`config.mk`:
```
export PLATFORM = sky130hd
export DESIGN_NAME = frac_baud_generator
export DESIGN_NICKNAME = d
export VERILOG_FILES = /design/src/rtl/baud_gen_pkg.sv /design/src/rtl/baud_frac_accum.sv /design/src/rtl/frac_baud_generator.sv
export SDC_FILE = /design/constraint.sdc
export NUM_CORES = 1
export LEC_CHECK = 0
export BUFFER_PORTS_ARGS = -buffer_cell sky130_fd_sc_hd__buf_2
export CORE_MARGIN = 8
export CORE_UTILIZATION = 50
export DETAILED_ROUTE_END_ITERATION = 16
export GPL_TIMING_DRIVEN = 0
export PLACE_DENSITY = 0.72
export SYNTH_ARGS = -nofsm -noshare
export SYNTH_HDL_FRONTEND = slang
export SYNTH_SLANG_ARGS = --single-unit
```
`constraint.sdc`:
```
create_clock -name clk -period 2.3 [get_ports clk]
set_input_delay 0 -clock clk [delete_from_list [all_inputs] [get_ports clk]]
set_output_delay 0 -clock clk [all_outputs]
set_load 0.01 [all_outputs]
```
`src/rtl/baud_gen_pkg.sv`:
```
// Shared types and helpers for the fractional baud generator.
//   state_t      : generator FSM state (IDLE / RUN)
//   deff_clamp() : effective integer divisor (zero is clamped to one)
//   os_cnt_width(): width of the oversample counter for a given OS_RATE
package baud_gen_pkg;

    typedef enum logic {
        IDLE = 1'b0,
        RUN  = 1'b1
    } state_t;

    // A divisor of zero would stall the counter; treat it as one clock per tick.
    function automatic int unsigned deff_clamp(input int unsigned div);
        return (div == 0) ? 32'd1 : div;
    endfunction

    function automatic int unsigned os_cnt_width(input int unsigned rate);
        return (rate < 2) ? 32'd1 : 32'($clog2(rate));
    endfunction

endpackage

```
`src/rtl/baud_frac_accum.sv`:
```
// Fractional phase accumulator. Each step adds div_frac_i into the
// accumulator; carry_o flags that the current period must be stretched by
// one clock so the long-run average period includes the fraction.
//   clk, reset   : clock, asynchronous active-high reset
//   step_i       : advance the phase (one per os_tick)
//   clear_i      : zero the phase (idle, re-phase); wins over step_i
//   div_frac_i   : fractional divisor F
//   carry_o      : overflow of acc + F, valid in the cycle step_i is high
module baud_frac_accum #(
    parameter int unsigned FRAC_BITS = 4
) (
    input  logic                 clk,
    input  logic                 reset,
    input  logic                 step_i,
    input  logic                 clear_i,
    input  logic [FRAC_BITS-1:0] div_frac_i,
    output logic                 carry_o
);

    logic [FRAC_BITS-1:0] acc_q;
    logic [FRAC_BITS:0]   sum_d;

    assign sum_d   = {1'b0, acc_q} + {1'b0, div_frac_i};
    assign carry_o = sum_d[FRAC_BITS];

    always_ff @(posedge clk or posedge reset) begin
        if (reset) begin
            acc_q <= '0;
        end else if (clear_i) begin
            acc_q <= '0;
        end else if (step_i) begin
            acc_q <= sum_d[FRAC_BITS-1:0];
        end
    end

endmodule

```
`src/rtl/frac_baud_generator.sv`:
```
// Runtime-programmable baud tick generator with fractional divisor.
// Average os_tick period is Deff + F/2^FRAC_BITS clocks; bit_tick marks
// every OS_RATE-th os_tick. sync_clear re-phases to an RX start edge.
// Optional feature macro: BAUD_MIDBIT_TICK_EN adds the mid_tick output.
//   clk, reset  : clock, asynchronous active-high reset
//   enable      : 1 = run, 0 = idle with all state cleared
//   sync_clear  : re-phase pulse
//   div_int     : integer divisor D (0 treated as 1)
//   div_frac    : fractional divisor F
//   os_tick     : 1-cycle oversample tick
//   bit_tick    : os_tick that closes a bit (os_cnt == OS_RATE-1)
//   running     : generator is in RUN
//   mid_tick    : os_tick at the bit mid-point (BAUD_MIDBIT_TICK_EN only)
module frac_baud_generator
    import baud_gen_pkg::*;
#(
    parameter int unsigned BITS      = 16,
    parameter int unsigned FRAC_BITS = 4,
    parameter int unsigned OS_RATE   = 16
) (
    input  logic                 clk,
    input  logic                 reset,
    input  logic                 enable,
    input  logic                 sync_clear,
    input  logic [BITS-1:0]      div_int,
    input  logic [FRAC_BITS-1:0] div_frac,
    output logic                 os_tick,
    output logic                 bit_tick,
`ifdef BAUD_MIDBIT_TICK_EN
    output logic                 mid_tick,
`endif
    output logic                 running
);

    localparam int unsigned OS_CNT_W = os_cnt_width(OS_RATE);
    localparam logic [OS_CNT_W-1:0] OS_LAST = OS_CNT_W'(OS_RATE - 1);

    state_t                state_q;
    logic [BITS-1:0]       cnt_q;
    logic [OS_CNT_W-1:0]   os_cnt_q;
    logic [BITS-1:0]       reload_base;
    logic                  carry;
    logic                  acc_clear;

    // Deff-1; adding the carry can reach at most 2^BITS-1, so no overflow.
    assign reload_base = BITS'(deff_clamp(32'(div_int)) - 32'd1);

    // Tick is a decode of registered state, only gated by the control inputs.
    assign os_tick  = (state_q == RUN) & enable & ~sync_clear & (cnt_q == '0);
    assign bit_tick = os_tick & (os_cnt_q == OS_LAST);
    assign running  = (state_q == RUN);

`ifdef BAUD_MIDBIT_TICK_EN
    localparam logic [OS_CNT_W-1:0] OS_MID = OS_CNT_W'(OS_RATE / 2 - 1);
    assign mid_tick = os_tick & (os_cnt_q == OS_MID);
`endif

    assign acc_clear = (state_q != RUN) | ~enable | sync_clear;

    baud_frac_accum #(
        .FRAC_BITS(FRAC_BITS)
    ) u_frac_accum (
        .clk       (clk),
        .reset     (reset),
        .step_i    (os_tick),
        .clear_i   (acc_clear),
        .div_frac_i(div_frac),
        .carry_o   (carry)
    );

    // FSM plus cycle and oversample counters; priority enable=0 > start/sync > tick > count.
    always_ff @(posedge clk or posedge reset) begin
        if (reset) begin
            state_q  <= IDLE;
            cnt_q    <= '0;
            os_cnt_q <= '0;
        end else if (!enable) begin
            state_q  <= IDLE;
            cnt_q    <= '0;
            os_cnt_q <= '0;
        end else if ((state_q == IDLE) || sync_clear) begin
            state_q  <= RUN;
            cnt_q    <= reload_base;
            os_cnt_q <= '0;
        end else if (cnt_q == '0) begin
            cnt_q    <= reload_base + BITS'(carry);
            os_cnt_q <= (os_cnt_q == OS_LAST) ? '0 : os_cnt_q + OS_CNT_W'(1);
        end else begin
            cnt_q    <= cnt_q - BITS'(1);
        end
    end

endmodule

```
# --- Word level (Yosys, flattened, before mapping) ---
# Cells that the tools add are included.
totals:
  ff_bits: 25
  elab_cells: 37
  out_inout_bits: 3
op_classes:
  reduce_logical: 4
  muxes: 12
  add_sub_neg: 5
  bitwise_logic: 9
  n_eq_ne: 3
ops:
  columns: ["operator", "n"]
  rows:
  - ["$mux W16", 4]
  - ["$logic_not A16 Y1", 2]
  - ["$sub A16 B1 Y16 const B", 2]
  - ["$mux W4", 6]
  - ["$add A16 B1 Y16", 1]
  - ["$add A4 B4 Y5", 1]
  - ["$add A4 B1 Y4 const B", 1]
  - ["$and A1 B1 Y1", 4]
  - ["$eq A4 B4 Y1 const B", 1]
  - ["$ne A3 B1 Y1 const B", 1]
  - ["$not A1 Y1", 3]
  - ["$mux W1", 2]
  - ["$ne A2 B1 Y1 const B", 1]
  - ["$or A1 B1 Y1", 2]
  - ["$reduce_bool A2 Y1", 1]
  - ["$logic_or A1 B1 Y1", 1]

# --- Longest topological paths before layout ---
# Gate-level depths: netlist (run 1).
depth:
  ltp_word: 7
  mapped_depth: 13
  depth_no_buf: 11

# --- Cells and area by module ---
# A second synthesis (run 1) with hierarchy kept.
hier_totals:
  cells_unflattened: 295
  area_unflattened_um2: 2468.6
by_module_without_submodules:
  columns: ["mod", "seq_area_each_um2", "cells_per_inst", "area_each_um2", "instances"]
  rows:
  - ["frac_baud_generator", 525.5, 267, 2169.6, 1]
  - ["baud_frac_accum", 100.1, 28, 299.0, 1]

# --- Worst setup path before layout (run 1) ---
# No wires, ideal clock.
synth_timing:
  path_type: "input-to-reg"
  from: "input port div_int[4]"
  to: "register cnt_q[6]"
  path_buffers: 2
  path_stages: 12
  setup_time_ps: 123
  t_arrival_ps: 3139
  path_slack_ps: -962
  path_cell_list: "buf_6 or4_1 buf_2 nor4_1 a21oi_1 ha_1 nor3b_2 mux2i_1 o22ai_1 nand3_1 mux2_2 o221a_2"
synth_between:
  elab_chain_cells: 7
synth_lines:
  columns: ["element", "line", "rtl"]
  rows:
  - ["from (decl)", "frac_baud_generator.sv:25", "input logic [BITS-1:0] div_int,"]
  - ["$logic_not A16 Y1", "baud_gen_pkg.sv:14", "return (div == 0) ? 32'd1 : div;"]
  - ["$mux W16 *", "baud_gen_pkg.sv:14", null]
  - ["$sub A16 B1 Y16 *", "frac_baud_generator.sv:46", "assign reload_base = BITS'(deff_clamp(32'(div_int)) - 32'd1);"]
  - ["$add A16 B1 Y16", "frac_baud_generator.sv:86", "cnt_q <= reload_base + BITS'(carry);"]
  - ["$mux W16", "frac_baud_generator.sv:85", "end else if (cnt_q == '0) begin"]
  - ["$mux W16 *", "frac_baud_generator.sv:81", "end else if ((state_q == IDLE) || sync_clear) begin"]
  - ["$mux W16 *", "frac_baud_generator.sv:77", "end else if (!enable) begin"]
  - ["to (signal assigned)", "frac_baud_generator.sv:83", "cnt_q <= reload_base;"]
  - ["to (signal assigned)", "frac_baud_generator.sv:86", null]
  - ["to (signal assigned)", "frac_baud_generator.sv:89", "cnt_q <= cnt_q - BITS'(1);"]
  - ["to (decl)", "frac_baud_generator.sv:39", "logic [BITS-1:0] cnt_q;"]
# Every way passes the cells marked *; elsewhere a longest branch is shown, timed or not.
# A chain may end at the register's enable or synchronous reset.

# --- Worst setup path in the final report (run 1) ---
layout_timing:
  from: "register cnt_q[11]"
  to: "register cnt_q[15]"
layout_between:
  elab_chain_cells: 4
  word_cells_on_any_way: 5
layout_lines:
  columns: ["element", "line"]
  rows:
  - ["$sub A16 B1 Y16 / $logic_not A16 Y1 (equally long branches)", "frac_baud_generator.sv:89, frac_baud_generator.sv:85"]
  - ["$mux W16 *", "frac_baud_generator.sv:85"]
  - ["$mux W16 *", "frac_baud_generator.sv:81"]
  - ["$mux W16 *", "frac_baud_generator.sv:77"]
# Marked as above.

==> results.py, run 1 <==
metrics = {
    "placed_design": {
        "gp_routability_congestion": 0.900,
        "hpwlAfterDp_um": 5060,
        "portBuffers": 23,
        "placement.setup.worst_slack_ns": -0.862,
    },
    "die": {
        "floorplan.io_pins": 27,
        "chipWidth_um": 86.1,
        "initial_utilization_pct": 52.1,
        "placeableCoreArea_um2": 4720,
        "fp-row-count": 25,
        "die-area_um2": 7420,
        "vertical_extent_of_the_die_um": 86.1,
    },
    "sta": {
        "fmax_mhz": 376,
        "rsz0062_at_grt": "true",
        "timing.final.setup_violations": 13,
        "finalMaxSlewViolations": 0,
        "final-hold-violation-count": 0,
        "final.setup_skew_ns": 0.00441,
        "relative_max_transition_margin_pct": 37.7,
        "totalNegativeSetupSlack_ns": -2.43,
        "worst-slew-pin-transition_ns": 0.933,
        "worst_slack_ns": -0.359,
        "final.period_utilization_pct": 116,
        "min_period_ns": 2.66,
    },
    "route": {
        "drt_first_pass_iters": 5,
        "detail_route.drc_violations": 0,
        "vias": 2835,
        "viasPerCell": 6.39,
        "antenna_left": 0,
        "routed_wl_um": 8530,
        "initial_detailed_routing_violation_count": 274,
        "average_wire_length_per_cell_after_detail_routing_um": 19.2,
    },
    "run": {
        "drv.max_cap_violation_count": 0,
    },
    "global_routing": {
        "grt_pass1_wl_um": 12000,
        "antenna_violations_before_repair": 0,
        "globalRoute.totalOverflow": 0,
        "grtUsageTotal_pct": 19.8,
        "first_global_vias": 2557,
        "grt_start_max_net_pins": 26,
    },
    "synth": {
        "synth.most_common_cell": "nand2_1",
        "sequential_cell_area_fraction_in_the_yosys_report_pct": 25.4,
        "yosys_warnings": 0,
        "number_of_instances_in_the_synthesized_netlist": 305,
        "most_common_flop_cell_mapped_by_yosys": "dfrtp_1",
        "postSynthAreaPerCell_um2": 8.06,
        "area_share_of_the_largest_cell_type_after_synthesis_pct": 25.4,
        "post_synth_num_cell_types": 60,
        "synth-edff-count": 0,
        "yosys.area.top_type": "dfrtp_1",
        "synth_commonest_cells": "nand2_1, dfrtp_1, nor2_1",
        "synth_area_leaders": "dfrtp_1, xnor2_1, ha_1, nand2_1, a21oi_1",
        "yosys_register_bits": 25,
        "ys_async_sr_fraction_pct": 100,
        "synth_fp_nets": 340,
        "syn-cell-area_um2": 2460,
    },
    "critical_path": {
        "worstSetupPathType": "reg -> reg",
        "crit_path_start_kind": "flop",
        "worst-endpoint-required_ns": 2.50,
        "top_fanout_value_on_the_critical_path": 4,
        "crit_path_end_kind": "flop",
        "worstPathArrival_ns": 2.86,
    },
    "clock_network": {
        "clock_tree.buffer_depth": 2,
        "clk-insertion-delay-late_ns": 0.28,
        "cts.htree.levels": 1,
        "tritoncts_num_sinks": 25,
        "clk_transition_reported_paths_ns": 0.09,
        "cts_tree": "yes",
        "clock-root-buffer": "clkbuf_8",
        "numCtsBuffers": 3,
    },
    "pwr": {
        "power-per-cell-area_nw_per_um2": 348,
        "power.ir.vdd_worst_mv": 0.217,
        "leakage_power_nw": 1.47,
    },
    "final_layout": {
        "sequential_cell_area_um2": 626,
        "syn2layout_area_growth_pct": 48.2,
        "fillers": 294,
        "final_core_utilization_pct": 77.2,
        "final_layout_size_suffix_gt1_share_pct": 42.2,
        "antenna_cells": 0,
        "multiInputGateArea_um2": 2160,
        "final_net_count": 413,
    },
    "run_status": {
        "failed_checks": "setup timing",
        "outcome": "finished with violations",
    },
    "min_path": {
        "worstHoldPathType": "in -> reg",
    },
}
-- critical path, cell delays in order, from the launching register on --
cell and delay [ns]:
dfrtp_1 0.42, or4_4 0.56, nor4_4 0.31, buf_4 0.20, nand2_4 0.08, or3_1 0.41
or4_4 0.52, o211ai_2 0.08
-- path summary, 6_finish.rpt --
path	from	end	slack, ns	cells past startpoint
worst max-delay path	cnt_q[11]	cnt_q[15]	-0.36	7
worst min-delay path	div_frac[0]	u_frac_accum.acc_q[0]	0.15	4
worst max register to register	cnt_q[11]	cnt_q[15]	-0.36	7
worst min register to register	u_frac_accum.acc_q[0]	u_frac_accum.acc_q[0]	0.54	2
max in group asynchronous	reset	cnt_q[11]	1.27	3
min in group asynchronous	reset	os_cnt_q[1]	0.46	3
-- cells by family (layout without fill, tap and decap cells) --
family	count (synthesis)	after routing	synth area share [%]
simple gates	127	127	28.9
buf+inv	29	101	4.83
mux	4	4	1.68
xor+xnor	25	25	8.91
compound gates	84	84	24.3
fa+ha+maj	11	11	5.90
flops	25	25	25.4
-- final cells by class --
class | instances | share of cell area, %
multi-input combinational | 251 | 59.2
sequential | 25 | 17.2
timing repair buffer | 73 | 15.0
buffer | 15 | 4.02
tap | 67 | 2.30
clock buffer | 3 | 1.13
inverter | 9 | 0.996
clock inverter | 1 | 0.206
-- state kept, by name, summed over array words and instances (netlist names) --
register / flops
running: 1
u_frac_accum.acc_q: 4
cnt_q: 16
os_cnt_q: 4
-- through the flow --
step / instance area (µm²) / cells / hold slack, ns / total power, W
after global placement: 2780 / 395 / 0.245 / 0.000824
final: 3640 / 444 / 0.150 / 0.00127
after floorplan: 2580 / 305 / 0.0273 / 0.000731
after detailed placement: 2780 / 395 / 0.244 / 0.000829
after CTS: 3220 / 422 / 0.148 / 0.00116
after global routing: 3640 / 444 / 0.171 / 0.00131
-- layout by cell type (no fill, tap or decap), drive strengths merged, types with 6 or more instances in the layout --
| cell | count |
|---|---|
| or4 | 9 |
| a211oi | 8 |
| o21ai | 14 |
| xor2 | 8 |
| o22ai | 6 |
| nor2 | 19 |
| a21o | 6 |
| or3 | 10 |
| nand3 | 14 |
| nor3 | 10 |
| clkbuf | 14 |
| ha | 10 |
| xnor2 | 17 |
| nor4 | 10 |
| nand2 | 31 |
| inv | 8 |
| a21oi | 18 |
| buf | 75 |
| dfrtp | 25 |
-- routing by layer --
metal	vias up	track usage [%]	part of all wire, %
li1	1298	-	-
met1	1309	25.5	41
met2	184	31.8	47
met3	44	2.48	8.3
met4	0	9.39	3.5
met5	-	0	0
-- power by group --
| part | leakage, nW | switching [W] | total, W | internal (W) |
|---|---|---|---|---|
| combinational | 1.12 | 0.000280 | 0.000509 | 0.000229 |
| sequential | 0.330 | 0.0000207 | 0.000483 | 0.000462 |
| clock | 0.0217 | 0.000153 | 0.000276 | 0.000123 |
-- timing repair --
item                                    CTS  global route
endpoints found under the setup margin   26            25
pin swaps                                17            29
hold buffers                              2             0
gates resized for setup                  44            59
hold endpoints to repair                 26             0
buffers inserted                         24            25
(Power assumes the default switching activity.)
==> inputs of run 2 (changes only) <==
--- a/config.mk
+++ b/config.mk
@@ -6,11 +6,13 @@
 export NUM_CORES = 1
 export LEC_CHECK = 0
 export BUFFER_PORTS_ARGS = -buffer_cell sky130_fd_sc_hd__buf_2
+export CELL_PAD_IN_SITES_DETAIL_PLACEMENT = 1
+export CELL_PAD_IN_SITES_GLOBAL_PLACEMENT = 1
 export CORE_MARGIN = 8
-export CORE_UTILIZATION = 50
+export CORE_UTILIZATION = 40
 export DETAILED_ROUTE_END_ITERATION = 16
 export GPL_TIMING_DRIVEN = 0
-export PLACE_DENSITY = 0.72
+export PLACE_DENSITY_LB_ADDON = 0.1
 export SYNTH_ARGS = -nofsm -noshare
 export SYNTH_HDL_FRONTEND = slang
 export SYNTH_SLANG_ARGS = --single-unit
==> run 2 against run 1 <==
  * The flow still finishes with violations (setup timing)
  * Critical path depth is 7 higher
  * Clock power down 6%
  * Register-to-register slack hardly changed
  * Hold slack improved by 0.017 ns
  * Non-clock buffer count is 5 lower
  * Total power shrank 3.0%
  * Routed wire length rose by 7.6%
  * Sequential cell count is the same
  * Clock skew is 0.0027 ns lower
  * Critical path type is now in -> reg
  * Highest routed layer unchanged
==> results.py, run 2 (same netlist as run 1, synthesis figures left out) <==
metrics = {
    "placed_design": {
        "portBuffers": 23,
        "hpwlAfterDp_um": 5900,
        "gp_routability_congestion": 0.860,
        "place.detailed.instances": 403,
        "placement.setup.worst_slack_ns": -0.973,
    },
    "final_layout": {
        "antenna_cells": 0,
        "syn2layout_area_growth_pct": 47.1,
        "final_net_count": 408,
        "final_layout_size_suffix_gt1_share_pct": 40.6,
        "layout.cells.non_filler": 447,
        "max_flop_register": "cnt_q",
        "largest_register_ff_count": 16,
        "commonest_cells_after_routing_fill_and_taps_aside": "buf_4, nand2_1, dfrtp_1",
        "fillers": 678,
        "top_regs": "cnt_q (16), os_cnt_q (4), u_frac_accum.acc_q (4)",
        "final_core_utilization_pct": 61.1,
        "layout.cells.most_common": "buf_4",
    },
    "sta": {
        "rsz0062_at_grt": "true",
        "final.period_utilization_pct": 116,
        "worst-slew-pin-transition_ns": 1.19,
        "final-hold-violation-count": 0,
        "relative_max_transition_margin_pct": 19.7,
        "min_period_ns": 2.67,
        "worst_slack_ns": -0.369,
        "fmax_mhz": 375,
        "finalMaxSlewViolations": 0,
        "timing.final.setup_violations": 14,
        "final.setup_skew_ns": 0.00173,
    },
    "die": {
        "chipWidth_um": 94.4,
        "initial_utilization_pct": 41.5,
        "die-area_um2": 8910,
        "vertical_extent_of_the_die_um": 94.4,
        "floorplan.io_pins": 27,
        "placeableCoreArea_um2": 5920,
        "fp-row-count": 28,
    },
    "global_routing": {
        "grt_start_max_net_pins": 26,
        "first_global_vias": 2713,
        "globalRoute.totalOverflow": 0,
        "grtUsageTotal_pct": 18.3,
        "antenna_violations_before_repair": 0,
        "grt_pass1_wl_um": 13300,
    },
    "clock_network": {
        "clock-root-buffer": "clkbuf_8",
        "clk_transition_reported_paths_ns": 0.08,
        "clk-insertion-delay-late_ns": 0.27,
        "cts.htree.levels": 1,
        "numCtsBuffers": 3,
        "cts_tree": "yes",
        "clock_tree.buffer_depth": 2,
        "tritoncts_num_sinks": 25,
    },
    "route": {
        "met2RoutedLength_um": 4690,
        "detail_route.drc_violations": 0,
        "initial_detailed_routing_violation_count": 111,
        "antenna_left": 0,
        "drt_first_pass_iters": 4,
        "viasPerCell": 6.16,
        "top_layer": "met4",
        "vias": 2754,
        "average_wire_length_per_cell_after_detail_routing_um": 20.5,
        "routed_wl_um": 9170,
        "met3_wirelength_um": 369,
        "route.layer.met1.wl_um": 3830,
    },
    "critical_path": {
        "worstSetupPathType": "in -> reg",
        "worst-endpoint-required_ns": 2.42,
        "top_fanout_value_on_the_critical_path": 7,
        "crit_path_start_kind": "input pin",
        "worstPathArrival_ns": 2.79,
        "crit_path_end_kind": "flop",
    },
    "pwr": {
        "design_power_total_w": 0.00123,
        "power-per-cell-area_nw_per_um2": 340,
        "leakage_power_nw": 1.43,
        "power.ir.vdd_worst_mv": 0.186,
    },
    "run_status": {
        "outcome": "finished with violations",
        "failed_checks": "setup timing",
    },
    "min_path": {
        "worstHoldPathType": "in -> reg",
    },
    "run": {
        "drv.max_cap_violation_count": 0,
    },
}
-- run 2: cell count changes in the layout (fill, tap and decap cells not counted), sizes merged --
cell	delta
buf	-5
clkinvlp	-1
clkbuf	+1
-- run 2: critical path, cell delays in order --
cell and delay, ns:
buf_8 0.10, or4_4 0.55, nor4_4 0.39, a21oi_2 0.14
ha_4 0.22, nor3b_4 0.19, mux2i_2 0.24, o22ai_4 0.10
buf_12 0.15, buf_6 0.11, buf_4 0.13, a41o_1 0.20
a21oi_2 0.20, a211oi_1 0.08
-- run 2: area by class of cell --
class | instances | area (µm²) | area share, %
multi-input cells | 251 | 2120 | 58.8
flip-flops and latches | 25 | 626 | 17.3
inverters | 9 | 33.8 | 0.934
clock buffers | 4 | 45.0 | 1.25
well taps | 75 | 93.8 | 2.60
repair buffers | 69 | 553 | 15.3
plain buffers | 14 | 140 | 3.88
-- run 2: routing by layer --
metal | track usage, % | vias up
li1 | - | 1286
met1 | 22.8 | 1356
met2 | 32.7 | 87
met3 | 1.51 | 25
met4 | 5.42 | 0
met5 | 0 | -
-- run 2: per-stage QoR --
stage / hold WS, ns / TNS, ns / instance area [µm²]
global route: 0.178 / -4.50 / 3620
floorplan: 0.0273 / -3.26 / 2580
global placement: 0.239 / -15.11 / 2790
CTS: 0.144 / -3.17 / 3230
detailed placement: 0.249 / -16.80 / 2790
finish: 0.167 / -3.53 / 3620
-- run 2: what timing repair did --
action | 4_1_cts | 5_1_grt
gates resized for setup | 53 | 49
pin swaps | 23 | 35
cloned | 0 | 1
endpoints found under the setup margin | 26 | 26
buffers inserted | 18 | 25
hold buffers | 2 | 0
endpoints found under the hold margin | 26 | 0
-- run 2: power breakdown --
| part | switching, W | internal (W) | leakage (nW) |
|---|---|---|---|
| clock network | 0.000136 | 0.000124 | 0.0228 |
| registers | 0.0000211 | 0.000462 | 0.330 |
| logic | 0.000272 | 0.000215 | 1.08 |
-- run 2: worst paths after layout --
path,startpoint,depth (start not counted),to,slack (ns)
worst max-delay path,div_int[7],14,cnt_q[8],-0.37
worst min-delay path,div_frac[0],4,u_frac_accum.acc_q[0],0.17
worst max register to register,u_frac_accum.acc_q[0],11,cnt_q[8],-0.35
worst min register to register,u_frac_accum.acc_q[3],2,u_frac_accum.acc_q[3],0.53
max in group asynchronous,reset,3,u_frac_accum.acc_q[2],1.26
min in group asynchronous,reset,3,os_cnt_q[1],0.47
==> inputs of run 3 (changes only) <==
==> constraint.sdc (replaced) <==
create_clock -name clk -period 2.2 [get_ports clk]
set_input_delay 0 -clock clk [delete_from_list [all_inputs] [get_ports clk]]
set_output_delay 0 -clock clk [all_outputs]
set_load 0.01 [all_outputs]
==> run 3 against run 2 <==
  * Critical endpoint is now cnt_q[14]
  * Global-route usage increased by 0.13 points
  * The run still ends with setup timing left
  * Die area unchanged
  * Sequential cell count unchanged
  * First-iteration DRC count decreased by 0.90%
  * Total power increased by 6.1%
  * Largest power group unchanged
  * Critical path type unchanged
  * Hold slack improved by 0.0018 ns
  * Clock power increased by 5%
  * Utilization increased by 2.0 points
  * Largest cell class unchanged
  * Sequential power increased by 4.6%
  * Non-clock buffer count unchanged
  * Clock skew about the same
==> results.py, run 3 (same netlist as run 1, synthesis figures left out) <==
metrics = {
    "run_status": {
        "outcome": "finished with violations",
        "failed_checks": "setup timing",
    },
    "clock_network": {
        "cts_tree": "yes",
        "cts.htree.levels": 1,
        "numCtsBuffers": 3,
        "tritoncts_num_sinks": 25,
        "clk_transition_reported_paths_ns": 0.08,
        "clk-insertion-delay-late_ns": 0.27,
        "clock-root-buffer": "clkbuf_8",
        "clock_tree.buffer_depth": 2,
    },
    "sta": {
        "relative_max_transition_margin_pct": 36.9,
        "finalMaxSlewViolations": 0,
        "worst-slew-pin-transition_ns": 0.946,
        "final-hold-violation-count": 0,
        "worst_slack_ns": -0.431,
        "final.period_utilization_pct": 120,
        "final.setup_skew_ns": 0.00206,
        "timing.final.setup_violations": 23,
        "fmax_mhz": 380,
        "rsz0062_at_grt": "true",
        "min_period_ns": 2.63,
    },
    "route": {
        "average_wire_length_per_cell_after_detail_routing_um": 21.3,
        "initial_detailed_routing_violation_count": 110,
        "antenna_left": 0,
        "routed_wl_um": 9510,
        "drt_first_pass_iters": 4,
        "vias": 2737,
        "viasPerCell": 6.12,
        "detail_route.drc_violations": 0,
    },
    "global_routing": {
        "grtUsageTotal_pct": 18.5,
        "grt_start_max_net_pins": 26,
        "globalRoute.totalOverflow": 0,
        "grt_pass1_wl_um": 13300,
        "first_global_vias": 2719,
        "antenna_violations_before_repair": 0,
    },
    "min_path": {
        "cell_count_of_the_worst_hold_path": 3,
        "worstHoldPathType": "in -> reg",
        "hold_end": "cnt_q[9]",
        "hold_path.startpoint": "div_int[9]",
    },
    "final_layout": {
        "commonest_cells_after_routing_fill_and_taps_aside": "buf_4, dfrtp_1, nand2_1",
        "layout.cells.most_common": "buf_4",
        "max_flop_register": "cnt_q",
        "final_net_count": 408,
        "sequential_cell_area_um2": 626,
        "multiInputGateArea_um2": 2210,
        "antenna_cells": 0,
        "layout.cells.non_filler": 447,
        "largest_register_ff_count": 16,
        "top_regs": "cnt_q (16), os_cnt_q (4), u_frac_accum.acc_q (4)",
        "syn2layout_area_growth_pct": 52.0,
        "final_layout_size_suffix_gt1_share_pct": 44.6,
        "fillers": 671,
    },
    "pwr": {
        "power.ir.vdd_worst_mv": 0.210,
        "power-per-cell-area_nw_per_um2": 349,
        "leakage_power_nw": 1.46,
        "design_power_total_w": 0.00130,
    },
    "die": {
        "initial_utilization_pct": 41.5,
        "chipWidth_um": 94.4,
        "vertical_extent_of_the_die_um": 94.4,
        "floorplan.io_pins": 27,
        "placeableCoreArea_um2": 5920,
        "fp-row-count": 28,
        "die-area_um2": 8910,
    },
    "placed_design": {
        "portBuffers": 23,
        "hpwlAfterDp_um": 5900,
        "gp_routability_congestion": 0.860,
        "placement.setup.worst_slack_ns": -1.07,
        "place.detailed.instances": 403,
    },
    "critical_path": {
        "reg2reg_slack_ns": -0.42,
        "top_fanout_value_on_the_critical_path": 5,
        "worstPathArrival_ns": 2.82,
        "crit_path_start_kind": "input pin",
        "worstSetupPathType": "in -> reg",
        "worst_r2r_endpoint": "cnt_q[15]",
        "worst-endpoint-required_ns": 2.39,
        "r2r_start": "cnt_q[13]",
        "crit_path_end_kind": "flop",
        "ff2ff_path_depth": 6,
    },
    "run": {
        "drv.max_cap_violation_count": 0,
    },
}
==> run 3: cell types whose count changed in the layout (fill, tap and decap cells not counted), moves of 2 or more <==
cell,delta
buf_12,-2
buf_6,+2
a21oi_1,-7
buf_8,+2
a21oi_2,+7
nand2_1,-4
buf_2,-2
clkbuf_16,+2
nor2_1,-2
nand2_4,+3
o21ai_1,-2
==> run 3: repair_timing <==
| item | in CTS | in global routing |
|---|---|---|
| hold buffers | 2 | 0 |
| gates resized for setup | 57 | 69 |
| setup endpoints to repair | 26 | 26 |
| pin swaps | 23 | 41 |
| cloned | 0 | 2 |
| buffers inserted | 19 | 23 |
| hold endpoints to repair | 26 | 0 |
==> run 3: worst max-delay path, stage by stage <==
cell and delay, ns:
buf_8 0.10, or4_4 0.55, nor4_4 0.35, a21oi_2 0.13
ha_4 0.22, xor2_4 0.17, buf_4 0.14, nand2_4 0.06
and3b_2 0.33, nand3_4 0.14, buf_12 0.16, o31a_1 0.31
a21oi_2 0.16
==> run 3: per-layer routing <==
layer / track usage, % / wire [µm] / vias up
li1: - / - / 1284
met1: 23.0 / 3900 / 1336
met2: 33.0 / 4840 / 85
met3: 1.59 / 374 / 32
met4: 5.28 / 393 / 0
met5: 0 / 0 / -
==> run 3: stage by stage <==
step | utilization [%] | TNS [ns] | hold WS [ns] | area (µm²)
after floorplan | - | -5.16 | 0.0273 | 2580
after global placement | 47.2 | -17.71 | 0.239 | 2790
after detailed placement | 47.2 | -19.40 | 0.249 | 2790
after CTS | 55.1 | -4.68 | 0.144 | 3260
after global routing | 63.1 | -6.86 | 0.161 | 3740
final | 63.1 | -5.34 | 0.169 | 3740
==> run 3: layout make-up <==
type	instances	share of cell area (%)
Multi-Input combinational cell	251	59.1
Sequential cell	25	16.7
Timing Repair Buffer	69	15.3
Buffer	14	4.22
Tap cell	75	2.51
Clock buffer	4	1.21
Inverter	9	0.904
==> run 3: power by group <==
part / leakage (nW) / switching [W] / internal, W
registers: 0.330 / 0.0000222 / 0.000483
clock network: 0.0228 / 0.000142 / 0.000130
logic: 1.10 / 0.000297 / 0.000230
total: 1.46 / 0.000462 / 0.000843
==> run 3: how the worst max path moves through the flow <==
| stage | endpoint | startpoint | slack [ns] | depth (start not counted) |
|---|---|---|---|---|
| CTS | cnt_q[15] | div_int[12] | -0.44 | 12 |
| detailed placement | cnt_q[2] | cnt_q[2] | -1.07 | 9 |
| global route | cnt_q[12] | u_frac_accum.acc_q[0] | -0.49 | 12 |
| floorplan | cnt_q[6] | div_int[12] | -0.52 | 12 |
| finish | cnt_q[14] | div_int[7] | -0.43 | 13 |
| global placement | cnt_q[6] | div_int[5] | -1.00 | 12 |
